===== config.mk =====
export PLATFORM = sky130hd
export DESIGN_NAME = bt_uart_tx
export DESIGN_NICKNAME = d
export VERILOG_FILES = /design/src/rtl/bt_uart_tx_pkg.sv /design/src/rtl/bt_tx_fifo.sv /design/src/rtl/bt_uart_tx.sv
export SDC_FILE = /design/constraint.sdc
export NUM_CORES = 1
export LEC_CHECK = 0
export ABC_AREA = 1
export BUFFER_PORTS_ARGS = -buffer_cell sky130_fd_sc_hd__buf_4
export CAP_MARGIN = 20
export CORE_AREA = 2 2 103 65
export CTS_CLUSTER_DIAMETER = 150
export CTS_CLUSTER_SIZE = 8
export DETAILED_ROUTE_END_ITERATION = 6
export DIE_AREA = 0 0 105 67
export GPL_TIMING_DRIVEN = 0
export PLACE_DENSITY = 0.76
export RECOVER_POWER = 25
export SKIP_CTS_REPAIR_TIMING = 1
export SLEW_MARGIN = 20
export SYNTH_ARGS = -nofsm -noshare
export SYNTH_HDL_FRONTEND = slang
export SYNTH_SLANG_ARGS = --single-unit

===== constraint.sdc =====
create_clock -name clk -period 2.7 [get_ports clk]
set_input_delay 0.135 -clock clk [delete_from_list [all_inputs] [get_ports clk]]
set_output_delay 0.135 -clock clk [all_outputs]
set_load 0.05 [all_outputs]

===== src/rtl/bt_uart_tx_pkg.sv =====
// Shared UART definitions: line state encoding and bit-period derivation,
// used by both the Bluetooth receiver and transmitter so their timing agrees.
package bt_uart_tx_pkg;

  typedef enum logic [1:0] {
    IDLE  = 2'd0,
    START = 2'd1,
    DATA  = 2'd2,
    STOP  = 2'd3
  } uart_state_t;

  function automatic int bit_cycles(input int clk_freq, input int baud_rate);
    return clk_freq / baud_rate;
  endfunction

  localparam int DEFAULT_BIT_CYCLES = bit_cycles(50000000, 9600);

endpackage


===== src/rtl/bt_tx_fifo.sv =====
// Small synchronous FIFO with first-word fall-through output; the head entry
// is visible on dout so the transmitter can load it on the same edge it pops.
module bt_tx_fifo #(
  parameter int WIDTH = 8,
  parameter int DEPTH = 4
) (
  input  logic                     clk,
  input  logic                     reset_n,
  input  logic                     wr_en,
  input  logic                     rd_en,
  input  logic [WIDTH-1:0]         din,
  output logic [WIDTH-1:0]         dout,
  output logic                     full,
  output logic                     empty,
  output logic [$clog2(DEPTH):0]   count
);

  localparam int AW = $clog2(DEPTH);
  localparam int CW = AW + 1;

  logic [WIDTH-1:0] mem [DEPTH];
  logic [AW-1:0]    wr_ptr_reg;
  logic [AW-1:0]    rd_ptr_reg;
  logic [CW-1:0]    count_reg;
  logic             do_wr;
  logic             do_rd;

  // Full/empty come from the registered count, so a write is refused while
  // full even if a pop happens on the same edge.
  assign full  = (count_reg == CW'(DEPTH));
  assign empty = (count_reg == '0);
  assign do_wr = wr_en && !full;
  assign do_rd = rd_en && !empty;
  assign dout  = mem[rd_ptr_reg];
  assign count = count_reg;

  always_ff @(posedge clk) begin
    if (do_wr) mem[wr_ptr_reg] <= din;
  end

  always_ff @(posedge clk or negedge reset_n) begin
    if (!reset_n) begin
      wr_ptr_reg <= '0;
      rd_ptr_reg <= '0;
      count_reg  <= '0;
    end else begin
      if (do_wr) wr_ptr_reg <= wr_ptr_reg + AW'(1);
      if (do_rd) rd_ptr_reg <= rd_ptr_reg + AW'(1);
      case ({do_wr, do_rd})
        2'b10:   count_reg <= count_reg + CW'(1);
        2'b01:   count_reg <= count_reg - CW'(1);
        default: count_reg <= count_reg;
      endcase
    end
  end

endmodule


===== src/rtl/bt_uart_tx.sv =====
// 8N1 UART transmitter for the Bluetooth module TX line: queues bytes in a
// small FIFO and sends them LSB-first, back-to-back while data is queued.
module bt_uart_tx
  import bt_uart_tx_pkg::*;
#(
  parameter int CLK_FREQ   = 50000000,
  parameter int BAUD_RATE  = 9600,
  parameter int FIFO_DEPTH = 4
) (
  input  logic                          clk,
  input  logic                          reset_n,
  input  logic [7:0]                    data_in,
  input  logic                          send,
  output logic                          ready,
  output logic                          tx,
  output logic                          busy,
  output logic                          tx_done,
  output logic [$clog2(FIFO_DEPTH):0]   fifo_count
);

  localparam int          BIT_CYCLES = bit_cycles(CLK_FREQ, BAUD_RATE);
  localparam logic [15:0] BAUD_LAST  = 16'(BIT_CYCLES - 1);

  uart_state_t state_reg, state_next;
  logic [15:0] baud_reg, baud_next;
  logic [2:0]  bit_idx_reg, bit_idx_next;
  logic [7:0]  shift_reg, shift_next;
  logic        tx_reg, tx_next;
  logic        busy_reg, busy_next;
  logic        pop;
  logic        fifo_full;
  logic        fifo_empty;
  logic [7:0]  fifo_dout;
  logic        baud_last;

  bt_tx_fifo #(
    .WIDTH (8),
    .DEPTH (FIFO_DEPTH)
  ) u_fifo (
    .clk     (clk),
    .reset_n (reset_n),
    .wr_en   (send),
    .rd_en   (pop),
    .din     (data_in),
    .dout    (fifo_dout),
    .full    (fifo_full),
    .empty   (fifo_empty),
    .count   (fifo_count)
  );

  assign baud_last = (baud_reg == BAUD_LAST);
  assign ready     = !fifo_full;
  assign tx        = tx_reg;
  assign busy      = busy_reg;
  assign tx_done   = (state_reg == STOP) && baud_last;

  always_ff @(posedge clk or negedge reset_n) begin
    if (!reset_n) begin
      state_reg   <= IDLE;
      baud_reg    <= '0;
      bit_idx_reg <= '0;
      shift_reg   <= '0;
      tx_reg      <= 1'b1;
      busy_reg    <= 1'b0;
    end else begin
      state_reg   <= state_next;
      baud_reg    <= baud_next;
      bit_idx_reg <= bit_idx_next;
      shift_reg   <= shift_next;
      tx_reg      <= tx_next;
      busy_reg    <= busy_next;
    end
  end

  always_comb begin
    state_next   = state_reg;
    baud_next    = baud_last ? 16'd0 : baud_reg + 16'd1;
    bit_idx_next = bit_idx_reg;
    shift_next   = shift_reg;
    tx_next      = tx_reg;
    busy_next    = busy_reg;
    pop          = 1'b0;

    case (state_reg)
      IDLE: begin
        baud_next = '0;
        tx_next   = 1'b1;
        busy_next = 1'b0;
        if (!fifo_empty) begin
          pop        = 1'b1;
          shift_next = fifo_dout;
          tx_next    = 1'b0;
          busy_next  = 1'b1;
          state_next = START;
        end
      end
      START: begin
        if (baud_last) begin
          tx_next      = shift_reg[0];
          bit_idx_next = '0;
          state_next   = DATA;
        end
      end
      DATA: begin
        if (baud_last) begin
          if (bit_idx_reg == 3'd7) begin
            tx_next    = 1'b1;
            state_next = STOP;
          end else begin
            shift_next   = shift_reg >> 1;
            tx_next      = shift_reg[1];
            bit_idx_next = bit_idx_reg + 3'd1;
          end
        end
      end
      STOP: begin
        // Chain straight into the next start bit when more data is queued.
        if (baud_last) begin
          if (!fifo_empty) begin
            pop        = 1'b1;
            shift_next = fifo_dout;
            tx_next    = 1'b0;
            state_next = START;
          end else begin
            busy_next  = 1'b0;
            state_next = IDLE;
          end
        end
      end
      default: state_next = IDLE;
    endcase
  end

endmodule


**Word level (Yosys, flattened, before mapping)**

Memory sizes are Yosys's and may differ from the RTL's.
Index checks and enable logic that the tools add are counted.

- Flip-flop bits (word level): 38
- Bits in writable memories: 32
- Input bits: 11
- Output and inout port bits: 7
- Word-level logic and storage cells: 82
- Memories: 1

Memories:

| name | depth | width | rd ports | clocked after memory_dff | wr ports | line | RTL |
|---|---|---|---|---|---|---|---|
| u_fifo.mem | 4 | 8 | 1 | 0 | 1 | bt_tx_fifo.sv:21 | `logic [WIDTH-1:0] mem [DEPTH];` |

- $add $sub $neg: 6
- Equal/unequal tests: 16
- Multiplexer cells: 34
- Reduce and logical (&&, ||, !) cells: 16

Operators with widths:

| cell | number |
|---|---|
| $mux 16 | 2 |
| $mux 8 | 4 |
| $pmux 8 s3 | 1 |
| $add 16x1->16 const B | 1 |
| $eq 16x13->1 const B | 1 |
| $ne 2x2->1 const B | 8 |
| $mux 1 | 13 |
| $pmux 3 s2 | 2 |
| $reduce_and 4->1 | 3 |
| $mux 2 | 5 |
| $mux 3 | 3 |
| $pmux 2 s4 | 1 |
| $add 3x1->3 const B | 2 |
| $eq 2x2->1 const B | 3 |
| $eq 3x3->1 const B | 2 |
| $reduce_bool 2->1 | 3 |
| $reduce_and 5->1 | 1 |
| $add 2x1->2 const B | 2 |
| $eq 2x1->1 const B | 2 |
| $pmux 1 s2 | 2 |
| $pmux 1 s4 | 1 |
| $logic_and 1x1->1 | 3 |
| $logic_not 3->1 | 1 |
| $reduce_and 3->1 | 1 |
| 4 further kinds | 5 |

**Logic depth before layout (Yosys ltp)**

- Depth in word-level cells: 7
- Depth in mapped cells: 14

**By module**

Synthesis repeated with hierarchy kept, for this count alone.

- Cell total of the unflattened synthesis: 411
- Area total of the unflattened synthesis: 3631.0 um^2

Modules (own cells, without submodules):

| module | times used | cells an instance | area each (um^2) | seq. area each (um^2) |
|---|---|---|---|---|
| bt_uart_tx | 1 | 257 | 1889.3 | 777.0 |
| bt_tx_fifo | 1 | 154 | 1741.7 | 1136.1 |

**Worst setup path before layout**

OpenSTA, ideal clock, no wires.

- Kind: register -> register
- Start: reg u_fifo.count_reg[0], in the netlist u_fifo.count[0]
- End: reg u_fifo.count_reg[2], in the netlist u_fifo.count[2]
- Setup time: 0.131 ns
- Arrival: 2.380 ns
- Required time: 2.569 ns
- Slack: 0.189 ns
- Cell stages (with the launch flop): 10
- Clock period less this slack: 2.511 ns
- Cell sequence: dfrtp_1 > nor2_1 > nand2_1 > nand2_1 > ha_1 > inv_1 > fa_1 > a21oi_1 > o21ai_0 > xor2_1

- Elaborated cells between the ends (all ways): 15
- Those cells by class: add/sub: 2; eq/ne: 3; mux: 4; reduce/logical: 6

RTL lines:

| item | line | RTL |
|---|---|---|
| from (decl) | bt_tx_fifo.sv:24 | `logic [CW-1:0] count_reg;` |
| from (signal assigned) | bt_tx_fifo.sv:50 | `2'b10: count_reg <= count_reg + CW'(1);` |
| from (signal assigned) | bt_tx_fifo.sv:51 | `2'b01: count_reg <= count_reg - CW'(1);` |
| from (signal assigned) | bt_tx_fifo.sv:52 | `default: count_reg <= count_reg;` |
| $eq 3x3->1 (*) | bt_tx_fifo.sv:30 | `assign full = (count_reg == CW'(DEPTH));` |
| $logic_not 1->1 (*) | -- |  |
| via ready | bt_uart_tx.sv:14 | `output logic ready,` |
| $logic_and 1x1->1 (*) | bt_tx_fifo.sv:32 | `assign do_wr = wr_en && !full;` |
| $eq 2x1->1 or $eq 2x2->1 (tied branches) | bt_tx_fifo.sv:49 | `case ({do_wr, do_rd})` |
| $pmux 3 s2 or $reduce_bool 2->1 (tied branches) | -- |  |

Mark *: on every way through the listed nets, which the timed path passes. The rest lies on a longest branch.
A chain may end at the register's enable or synchronous reset.

**Worst setup path in the final report**

- Start: reg baud_reg[0]
- End: reg u_fifo.count_reg[2], in the netlist u_fifo.count[2]

- Cells in the longest elaborated chain, start to end: 6
- Elaborated cells between the ends (all ways): 8
- Those cells by class: eq/ne: 3; mux: 3; reduce/logical: 2

Ends and longest elaborated chain:

| item | line | RTL |
|---|---|---|
| from (decl) | bt_uart_tx.sv:25 | `logic [15:0] baud_reg, baud_next;` |
| from (signal assigned) | bt_uart_tx.sv:67 | `baud_reg <= baud_next;` |
| $eq 16x13->1 (*) | bt_uart_tx.sv:51 | `assign baud_last = (baud_reg == BAUD_LAST);` |
| $mux 1 (*) | bt_uart_tx.sv:118 | `if (baud_last) begin` |
| $pmux 1 s2 (*) | bt_uart_tx.sv:84 | `case (state_reg)` |
| $logic_and 1x1->1 (*) | bt_tx_fifo.sv:33 | `assign do_rd = rd_en && !empty;` |
| via u_fifo.do_rd | bt_tx_fifo.sv:26 | `logic do_rd;` |
| $eq 2x1->1 or $eq 2x2->1 (tied branches) | bt_tx_fifo.sv:49 |  |
| $pmux 3 s2 or $reduce_bool 2->1 (tied branches) | -- |  |

Marks and branches as above.

==> impl_metrics.env <==
export IMPL_p_clk_share_pct=30.9
export IMPL_grt_usage_pct=22.8
export IMPL_cp_cell_sequence="ha_2 > nand4_1 > nor2_2 > nand3_1 > nand2_2 > nand2_1 > inv_1 > ha_1 > inv_1 > fa_1 > a21oi_1 > o21ai_0 > xor2_1"
export IMPL_drc=0
export IMPL_grt_pass1_wl_um=12100
export IMPL_synth_fp_nets=414
export IMPL_post_route_period_util_pct=90.0
export IMPL_yosysMostFrequentCell="nand2_1"
export IMPL_critPathMaxFanout=4
export IMPL_slew_headroom_pct=-38.9
export IMPL_cts_root_buf="clkbuf_8"
export IMPL_finalWorstSetupSlack_ns=0.271
export IMPL_setup_tns_ns=0
export IMPL_synth_simple_area_share_pct=29.7
export IMPL_regArea_um2=1910
export IMPL_dr_pass1_iters=5
export IMPL_die_x_um=105
export IMPL_insertion_delay_ns=0.35
export IMPL_end_kind="flip-flop"
export IMPL_synth_async_reset_ratio_pct=54.3
export IMPL_cts_sinks=70
export IMPL_holdCritPathClass="in -> reg"
export IMPL_fin_crit_ns=2.43
export IMPL_via_per_inst=5.32
export IMPL_fmax_mhz=412
export IMPL_h_tree_depth=3
export IMPL_clk_pin_slew_worst_paths_ns=0.08
export IMPL_finalWirelength_um=7610
export IMPL_ys_top_cells_by_area="edfxtp_1 (27%), dfrtp_1 (26%), nand2_1 (12%), nand3_1 (6.0%), nor2_1 (4.8%)"
export IMPL_power_frac_seq_pct=50.9
export IMPL_insertedDiodeCount=0
export IMPL_initial_core_util_pct=58.5
export IMPL_ys_ff_latch=70
export IMPL_vias=2732
export IMPL_synth_top_flop_cell="dfrtp_1"
export IMPL_fillers=497
export IMPL_synth_top_area_cell="edfxtp_1"
export IMPL_status="finished with violations"
export IMPL_max_cap_violations=1
export IMPL_crit_top_cell="inv_1"
export IMPL_p_per_area_nw_per_um2=650
export IMPL_drt_initial_drc_count=302
export IMPL_synth_edf_count=32
export IMPL_crit_type="reg -> reg"
export IMPL_synth_top_family_by_area="simple AND/OR/NAND/NOR gates"
export IMPL_cpPeakStageDelay_ns=0.38
export IMPL_clock_skew_ns=0.00756
export IMPL_syn_to_final_growth_pct=13.7
export IMPL_synth_area_um2=3510
export IMPL_postLayoutCoreUtil_pct=66.6
export IMPL_setup_viol=0
export IMPL_layoutNonFillerInstCount=514
export IMPL_antenna_left=0
export IMPL_multi_input_area_um2=1430
export IMPL_netlist_top_cells_count="nand2_1 (110), nor2_1 (45), nand3_1 (42), dfrtp_1 (37), inv_1 (36)"
export IMPL_timing_rr_start="baud_reg[0]$_DFF_PN0_"
export IMPL_crit_required_ns=2.93
export IMPL_gp_congestion=0.928
export IMPL_dp_cells=490
export IMPL_yosys_warnings=0
export IMPL_synth_cell_types=34
export IMPL_ios=18
export IMPL_pre_cts_slack_ns=0.0141
export IMPL_cts_buffers=9
export IMPL_synth_top_cell_area_share_pct=27.4
export IMPL_slowest_stage="dfrtp_1"
export IMPL_failed_checks="capacitance limit, slew limit"
export IMPL_die_h_um=67
export IMPL_antenna_found_initial=0
export IMPL_drive_gt1_share_pct=10.7
export IMPL_layout_nets=450
export IMPL_drv_slew=39
export IMPL_hold_violations=0
export IMPL_wl_per_cell_um=14.8
export IMPL_holdWs_ns=0.244
export IMPL_p_int_uw=1750
export IMPL_dp_hpwl_um=5080
export IMPL_grt_max_degree=39
export IMPL_start_kind="flip-flop"
export IMPL_p_leak_uw=0.00178
export IMPL_core_area_um2=6000
export IMPL_rows=22
export IMPL_cp_startpoint="baud_reg[0]$_DFF_PN0_"
export IMPL_peakVddDrop_mv=0.722
export IMPL_syn_inst=389
export IMPL_overflow=0
export IMPL_grt_pass1_vias=2499
export IMPL_crit_arrival_ns=2.66
export IMPL_seq_area_frac_synth_pct=54.5
export IMPL_rsz0062_at_grt="no"
export IMPL_p_switching_uw=845
export IMPL_min_delay_start="send"
export IMPL_avgSynthCellArea_um2=9.03
export IMPL_synth_xor_area_share_pct=1.99
export IMPL_synthMuxAreaShare_pct=0
export IMPL_cts_tree="done"
export IMPL_largest_reg_flops=32
export IMPL_clockBufferDepth=2
export IMPL_io_buffers=17
export IMPL_synthAdderAreaFrac_pct=5.20
export IMPL_synth_compound_area_share_pct=3.63
export IMPL_die_area_um2=7040
export IMPL_switching_share_pct=32.5
export IMPL_comb_power_share_pct=18.2
export IMPL_max_slew_worst_pin_slew_ns=2.08
metal layers:
layer / up-vias / wire length (um) / GRT usage, % / share of wire [%]
met2: 110 / 3140 / 30.8 / 41
met5: - / 0 / 0 / 0
met1: 1243 / 3760 / 35.7 / 49
met3: 9 / 639 / 4.70 / 8.4
li1: 1370 / - / - / -
met4: 0 / 74 / 8.00 / 0.97
path summary, 6_finish.rpt:
path | endpoint | slack, ns | cells after the start
max | u_fifo.count[2]$_DFFE_PN0P_ | 0.27 | 13
min | u_fifo.wr_ptr_reg[1]$_DFFE_PN0P_ | 0.24 | 4
max reg2reg | u_fifo.count[2]$_DFFE_PN0P_ | 0.27 | 13
min reg2reg | tx$_DFFE_PN1P_ | 0.47 | 2
max in group asynchronous | u_fifo.wr_ptr_reg[0]$_DFFE_PN0P_ | 0.58 | 2
min in group asynchronous | shift_reg[6]$_DFFE_PN0P_ | 0.92 | 2
critical path: cells and delay by family, from the launching register on:
family,cells,cell delay [ns]
buf+inv,2,0.13
xor+xnor,1,0.15
simple gates,5,0.66
flops,1,0.38
compound gates,2,0.25
fa+ha+maj,3,0.74
layout by cell type (no fill, tap or decap), types with 3 or more instances in the layout:
cell type	count
nand2_1	109
ha_1	11
o21ai_0	8
nor3b_1	3
nand3_1	42
xor2_1	7
nor2_1	44
nor3_1	10
nor2_2	3
buf_4	8
inv_2	3
edfxtp_1	32
clkbuf_1	10
inv_6	4
clkbuf_8	9
dfrtp_1	37
a21oi_1	5
inv_1	36
dlygate4sd3_1	9
nand4_1	12
buf_2	4
area by class of cell:
class | instances | area share [%]
Multi-Input combinational cell | 273 | 35.9
Clock inverter | 7 | 1.54
Sequential cell | 70 | 47.9
Tap cell | 84 | 2.63
Timing Repair Buffer | 26 | 4.61
Inverter | 40 | 3.76
Clock buffer | 9 | 3.10
Buffer | 5 | 0.595
power by group through the flow:
stage	Sequential [uW]	Combinational, uW	Clock (uW)
after floorplan	1400	238	0
after global placement	1340	450	0
after detailed placement	1340	460	0
after CTS	1320	463	814
after global routing	1330	522	865
final	1320	472	802
per-stage QoR:
step           area (um^2)  power, uW
2_1_floorplan         3510       1640
3_3_place_gp          3750       1790
3_5_place_dp          3750       1800
4_1_cts               3930       2590
5_1_grt               3990       2720
6_report              3990       2600
cells by family (layout without fill, tap and decap cells):
| family | after synthesis | in the layout |
|---|---|---|
| XOR/XNOR | 8 | 8 |
| flip-flops | 70 | 70 |
| buffers and inverters | 46 | 87 |
| AO/OA/AOI/OAI | 20 | 20 |
| adder cells (fa/ha/maj) | 14 | 14 |
| AND/OR/NAND/NOR | 231 | 231 |
Note: power is estimated with default switching activity, not from simulation.
